[src/rtl/mem_access_pkg.sv]
// Shared definitions for the core-side memory access master: funct3 codes,
// FSM state encoding and request legality helper.
package mem_access_pkg;

    localparam logic [2:0] F3_B  = 3'd0;
    localparam logic [2:0] F3_H  = 3'd1;
    localparam logic [2:0] F3_W  = 3'd2;
    localparam logic [2:0] F3_BU = 3'd4;
    localparam logic [2:0] F3_HU = 3'd5;

    typedef enum logic [1:0] {
        ST_IDLE  = 2'd0,
        ST_READ  = 2'd1,
        ST_WRITE = 2'd2,
        ST_RESP  = 2'd3
    } state_t;

    // Unsupported width, store of an unsigned-load code, or misaligned lane.
    function automatic logic funct3_addr_err(input logic [2:0] f3,
                                             input logic       wr,
                                             input logic [1:0] lsb);
        logic err_v;
        case (f3)
            F3_B:    err_v = 1'b0;
            F3_H:    err_v = lsb[0];
            F3_W:    err_v = (lsb != 2'b00);
            F3_BU:   err_v = wr;
            F3_HU:   err_v = wr | lsb[0];
            default: err_v = 1'b1;
        endcase
        return err_v;
    endfunction

endpackage

[src/rtl/mem_lane_align.sv]
// Byte/half lane extraction with sign/zero extension for loads, and lane
// merge of store data into the previously read word for SB/SH.
module mem_lane_align
    import mem_access_pkg::*;
(
    input  logic [31:0] word_i,
    input  logic [1:0]  addr_i,
    input  logic [2:0]  funct3_i,
    input  logic [31:0] wdata_i,
    output logic [31:0] load_data_o,
    output logic [31:0] store_word_o
);

    logic [7:0]  byte_s;
    logic [15:0] half_s;

    // Lane selection and load extension
    always_comb begin
        byte_s      = 8'h00;
        half_s      = 16'h0000;
        load_data_o = 32'h0000_0000;
        case (addr_i)
            2'd0:    byte_s = word_i[7:0];
            2'd1:    byte_s = word_i[15:8];
            2'd2:    byte_s = word_i[23:16];
            2'd3:    byte_s = word_i[31:24];
            default: byte_s = 8'h00;
        endcase
        if (addr_i[1]) begin
            half_s = word_i[31:16];
        end else begin
            half_s = word_i[15:0];
        end
        case (funct3_i)
            F3_B:    load_data_o = {{24{byte_s[7]}}, byte_s};
            F3_H:    load_data_o = {{16{half_s[15]}}, half_s};
            F3_W:    load_data_o = word_i;
            F3_BU:   load_data_o = {24'h000000, byte_s};
            F3_HU:   load_data_o = {16'h0000, half_s};
            default: load_data_o = 32'h0000_0000;
        endcase
    end

    // Store merge: SW passes data through, SB/SH patch one lane of the read word
    always_comb begin
        store_word_o = word_i;
        case (funct3_i)
            F3_B: begin
                case (addr_i)
                    2'd0:    store_word_o = {word_i[31:8], wdata_i[7:0]};
                    2'd1:    store_word_o = {word_i[31:16], wdata_i[7:0], word_i[7:0]};
                    2'd2:    store_word_o = {word_i[31:24], wdata_i[7:0], word_i[15:0]};
                    2'd3:    store_word_o = {wdata_i[7:0], word_i[23:0]};
                    default: store_word_o = word_i;
                endcase
            end
            F3_H: begin
                if (addr_i[1]) begin
                    store_word_o = {wdata_i[15:0], word_i[15:0]};
                end else begin
                    store_word_o = {word_i[31:16], wdata_i[15:0]};
                end
            end
            F3_W:    store_word_o = wdata_i;
            default: store_word_o = word_i;
        endcase
    end

endmodule

[src/rtl/mem_access_master.sv]
// Converts one RV32I load/store request into word-aligned cycles on a
// single-port memory with combinational read; SB/SH use read-modify-write.
module mem_access_master
    import mem_access_pkg::*;
#(
    parameter int MEM_WORDS = 64
) (
    input  logic        clk,
    input  logic        reset,
    input  logic        Req_Valid,
    output logic        Req_Ready,
    input  logic        Req_Write,
    input  logic [2:0]  Req_Funct3,
    input  logic [31:0] Req_Addr,
    input  logic [31:0] Req_Wdata,
    output logic        Resp_Valid,
    output logic [31:0] Resp_Rdata,
    output logic        Resp_Err,
    output logic [31:0] Mem_Addr,
    output logic [31:0] Mem_Write_Data,
    output logic        Mem_Write_En,
    input  logic [31:0] Mem_Read_Data
);

    localparam logic [31:0] MEM_WORDS_L = MEM_WORDS[31:0];

    state_t      state_q, state_d;
    logic [31:0] addr_q,  addr_d;
    logic [2:0]  funct3_q, funct3_d;
    logic        write_q, write_d;
    logic [31:0] wdata_q, wdata_d;
    logic [31:0] word_q,  word_d;
    logic        err_q,   err_d;

    logic        req_err_s;
    logic [31:0] load_data_s;
    logic [31:0] store_word_s;

    assign req_err_s = funct3_addr_err(Req_Funct3, Req_Write, Req_Addr[1:0])
                     | ({2'b00, Req_Addr[31:2]} >= MEM_WORDS_L);

    mem_lane_align u_align (
        .word_i       (word_q),
        .addr_i       (addr_q[1:0]),
        .funct3_i     (funct3_q),
        .wdata_i      (wdata_q),
        .load_data_o  (load_data_s),
        .store_word_o (store_word_s)
    );

    // Next-state and request capture
    always_comb begin
        state_d  = state_q;
        addr_d   = addr_q;
        funct3_d = funct3_q;
        write_d  = write_q;
        wdata_d  = wdata_q;
        word_d   = word_q;
        err_d    = err_q;
        case (state_q)
            ST_IDLE: begin
                if (Req_Valid) begin
                    addr_d   = Req_Addr;
                    funct3_d = Req_Funct3;
                    write_d  = Req_Write;
                    wdata_d  = Req_Wdata;
                    if (req_err_s) begin
                        err_d   = 1'b1;
                        state_d = ST_RESP;
                    end else if (Req_Write && (Req_Funct3 == F3_W)) begin
                        err_d   = 1'b0;
                        state_d = ST_WRITE;
                    end else begin
                        err_d   = 1'b0;
                        state_d = ST_READ;
                    end
                end else begin
                    state_d = ST_IDLE;
                end
            end
            ST_READ: begin
                word_d = Mem_Read_Data;
                if (write_q) begin
                    state_d = ST_WRITE;
                end else begin
                    state_d = ST_RESP;
                end
            end
            ST_WRITE: state_d = ST_RESP;
            ST_RESP:  state_d = ST_IDLE;
            default:  state_d = ST_IDLE;
        endcase
    end

    // State and request registers with synchronous reset
    always_ff @(posedge clk) begin
        if (reset) begin
            state_q  <= ST_IDLE;
            addr_q   <= 32'h0000_0000;
            funct3_q <= 3'd0;
            write_q  <= 1'b0;
            wdata_q  <= 32'h0000_0000;
            word_q   <= 32'h0000_0000;
            err_q    <= 1'b0;
        end else begin
            state_q  <= state_d;
            addr_q   <= addr_d;
            funct3_q <= funct3_d;
            write_q  <= write_d;
            wdata_q  <= wdata_d;
            word_q   <= word_d;
            err_q    <= err_d;
        end
    end

    // Response decode depends only on state and registers
    always_comb begin
        if ((state_q == ST_RESP) && !err_q && !write_q) begin
            Resp_Rdata = load_data_s;
        end else begin
            Resp_Rdata = 32'h0000_0000;
        end
    end

    assign Req_Ready      = (state_q == ST_IDLE);
    assign Resp_Valid     = (state_q == ST_RESP);
    assign Resp_Err       = (state_q == ST_RESP) & err_q;
    assign Mem_Addr       = {addr_q[31:2], 2'b00};
    assign Mem_Write_Data = store_word_s;
    // Gating with reset drops a write whose cycle is being aborted
    assign Mem_Write_En   = (state_q == ST_WRITE) & ~reset;

endmodule

[config.mk]
export PLATFORM = sky130hd
export DESIGN_NAME = mem_access_master
export DESIGN_NICKNAME = d
export VERILOG_FILES = /design/src/rtl/mem_access_pkg.sv /design/src/rtl/mem_lane_align.sv /design/src/rtl/mem_access_master.sv
export SDC_FILE = /design/constraint.sdc
export NUM_CORES = 1
export LEC_CHECK = 0
export ABC_CLOCK_PERIOD_IN_PS = 2100
export BUFFER_PORTS_ARGS = -buffer_cell sky130_fd_sc_hd__clkbuf_2
export CORE_MARGIN = 1.5
export CORE_UTILIZATION = 52
export CTS_BUF_LIST = sky130_fd_sc_hd__clkbuf_2 sky130_fd_sc_hd__clkbuf_4 sky130_fd_sc_hd__clkbuf_8
export DETAILED_ROUTE_END_ITERATION = 7
export PLACE_DENSITY = 0.8
export SLEW_MARGIN = 10
export SYNTH_ARGS = -nofsm -noshare
export SYNTH_HDL_FRONTEND = slang
export SYNTH_SLANG_ARGS = --single-unit
[constraint.sdc]
create_clock -name clk -period 2.1 [get_ports clk]
set_input_delay 0.21 -clock clk [delete_from_list [all_inputs] [get_ports clk]]
set_output_delay 0.21 -clock clk [all_outputs]
set_load 0.05 [all_outputs]
==> reports/metrics.cfg <==
[run_status]
status = finished with violations
violations = negative setup slack

[timing]
clock_skew_ns = 0.0207
min_period_ns = 2.37
finalCritPeriodShare_pct = 113
max_slew_margin_pct = 62.3
fin_ws_ns = -0.274
rsz0062_at_grt = true
fin_setup_tns_ns = -6.63
finalMaxSlewViolations = 0
setup_viol = 63
fmax_mhz = 421
tightest_slew_ns = 0.564
hold_viol_final = 0
holdWs_ns = 0.0280

[worst_hold_path]
hold_depth = 3
hold_path.class = in -> reg
hp-start = Req_Addr[4]
holdPathEnd = addr_q[4]$_SDFFE_PP0P_

[global_routing]
antenna_found_initial = 0
grt_overflow = 0
grt_max_degree = 47
grt.total_usage_pct = 35.2
grt_first_pass_wirelength_mm = 31.4
grt_pass1_vias = 5937

[run]
max_cap_viol_count = 0

[yosys]
async_reset_ff_share_pct = 0
synth_edf_count = 0
synth_ff_type = dfxtp_1
ys_seq_area_share_pct = 36.7
ys_types = 52
synth_area_um2 = 5620
synth_cells = 750
synth-seq-cells = 103
yosysWarnings = 0
syn_avg_cell_area_um2 = 7.49

[setup_path]
reg2reg_depth = 6
cp_data_arrival_time_ns = 2.16
r2r-end = wdata_q[3]$_SDFFE_PP0P_
critical_path_required_ns = 1.89
critPathCaptureType = output pin
critPathMaxFanout = 16
r2r_setup_slack_ns = 0.35
critPathKind = reg -> out
r2r-start = state_q[0]$_SDFF_PP0_
critPathLaunchType = flip-flop

[die]
initial_utilization_pct = 54.0
ios = 203
core_um2 = 10400
dieArea_um2 = 11400
die_h_um = 107
die_x_um = 107
rows = 37

[clock_network]
clk_pin_slew_worst_paths_ns = 0.13
cts_inserted_buffers = 9
htree_num_levels = 3
clockBufferDepth = 2
root_buffer = clkbuf_8
clock_sinks = 103
cts_hold_buffers = 0
clk_latency_ns = 0.39
cts_tree = yes

[drt]
viasPerCell = 6.34
drt_iter0_drc = 816
drtAntennaViolNets = 0
drt-total-wl_mm = 24.8
drc_errors = 0
wl_per_cell_um = 23.2
vias = 6773
first_pass_iters = 6

[pwr]
p_per_area_nw_per_um2 = 723
irDropWorstVdd_mv = 0.449
p_total_mw = 6.30
p_leak_nw = 3.44

[placed_design]
place_congestion = 0.955
io_buffers = 200
dpl.hpwl_mm = 13.5
place_area_um2 = 7500
dp_cells = 1031

[finish]
final_area_um2 = 8710
final_cells = 1069
nNetsFinal = 1035
drive_gt1_share_pct = 40.7
fill_cells = 593
syn_to_final_growth_pct = 54.9
insertedDiodeCount = 0

kinds of logic after synthesis:
group	synth area share (%)
muxes	7.77
adders and majority gates	0.891
buffers and inverters	9.26
other	0.0667
DFF	36.7
AOI/OAI and AO/OA	22.8
and+or+nand+nor	22.5
Yosys cell counts (3+ instances only):
library cell	number	area [um2]
dfxtp_1	103	2060
nor2b_1	3	18.8
buf_1	9	33.8
o22ai_1	8	50.1
nor3_1	10	50.1
buf_2	19	95.1
ha_1	4	50.1
nand2_1	176	661
a221o_1	16	160
a21oi_1	110	551
inv_1	3	11.3
mux2i_1	38	380
and3_1	5	31.3
a22oi_1	23	173
clkbuf_1	30	113
o21ai_0	14	70.1
o21a_1	9	67.6
o221ai_1	8	70.1
buf_4	33	248
nor4_1	7	43.8
and2_1	10	62.6
nor2_1	66	248
nand2b_1	12	75.1
what timing repair did:
action,in CTS,in global routing
cloned,1,3
pin swaps,20,45
resized for setup,89,101
setup endpoints to repair,64,64
buffers inserted,3,15
layout make-up:
type | count | area [um2] | share of cell area (%)
multi-input cells | 551 | 3660 | 42.0
repair buffers | 259 | 2580 | 29.7
flip-flops and latches | 103 | 2080 | 23.9
well taps | 136 | 170 | 1.95
clock buffers | 9 | 124 | 1.42
clock inverters | 7 | 70.1 | 0.805
inverters | 4 | 15.0 | 0.172
how the worst max path moves through the flow:
stage                             start                  to  slack (ns)
2_1_floorplan     state_q[0]$_SDFF_PP0_       Resp_Rdata[0]       -0.21
3_3_place_gp   funct3_q[1]$_SDFFE_PP0P_       Resp_Rdata[4]        0.15
3_5_place_dp   funct3_q[1]$_SDFFE_PP0P_       Resp_Rdata[4]        0.09
4_1_cts          addr_q[1]$_SDFFE_PP0P_  Mem_Write_Data[25]       -0.06
5_1_grt        funct3_q[0]$_SDFFE_PP0P_       Resp_Rdata[4]       -0.52
6_report         addr_q[1]$_SDFFE_PP0P_      Resp_Rdata[19]       -0.27
layer usage:
| metal | track usage, % | part of all wire, % |
|---|---|---|
| met1 | 43.3 | 34 |
| met2 | 56.5 | 46 |
| met3 | 9.06 | 12 |
| met4 | 18.9 | 8.3 |
| met5 | 0 | 0 |
sequential cells by signal (all words and copies together) (netlist names):
register	flops
wdata_q	32
word_q	32
addr_q	32
err_q	1
write_q	1
funct3_q	3
state_q	2
report_power, final:
group          internal, mW  leakage, nW  total [mW]  switching (mW)
logic                  1.06         2.49        2.66            1.60
registers              2.12        0.847        2.35           0.230
clock network         0.470        0.101        1.29           0.821
total                  3.65         3.44        6.30            2.65
through the flow:
step                setup WS, ns  utilization (%)
floorplan                 -0.211                -
global placement           0.154             72.0
detailed placement        0.0867             72.0
CTS                      -0.0592             78.1
global route              -0.516             83.6
finish                    -0.274             83.6
layout by cell type, fill, tap and decap left out, drive strengths merged, types with 2 or more instances in the layout:
cell type | netlist | final
a211oi | 2 | 2
a21oi | 112 | 112
a221o | 16 | 16
a221oi | 2 | 2
a22oi | 23 | 23
and2 | 11 | 11
and3 | 5 | 5
buf | 62 | 121
clkbuf | 31 | 146
clkinv | 0 | 2
conb | 1 | 2
dfxtp | 103 | 103
ha | 4 | 4
inv | 4 | 9
mux2i | 38 | 38
mux4 | 2 | 2
nand2 | 176 | 176
nand2b | 12 | 12
nand3 | 2 | 2
nor2 | 66 | 66
nor2b | 3 | 3
nor3 | 11 | 11
nor4 | 7 | 7
o21a | 9 | 9
o21ai | 17 | 17
o221ai | 8 | 8
o22ai | 8 | 8
or2 | 3 | 3
worst max-delay path: stages, from the launching register on:
cell	delay (ns)
dfxtp_4	0.40
buf_12	0.13
mux2_4	0.23
nor2_2	0.03
a211o_1	0.30
buf_12	0.19
a21oi_4	0.29
buf_12	0.18
Power figures use the tool's default switching activity.
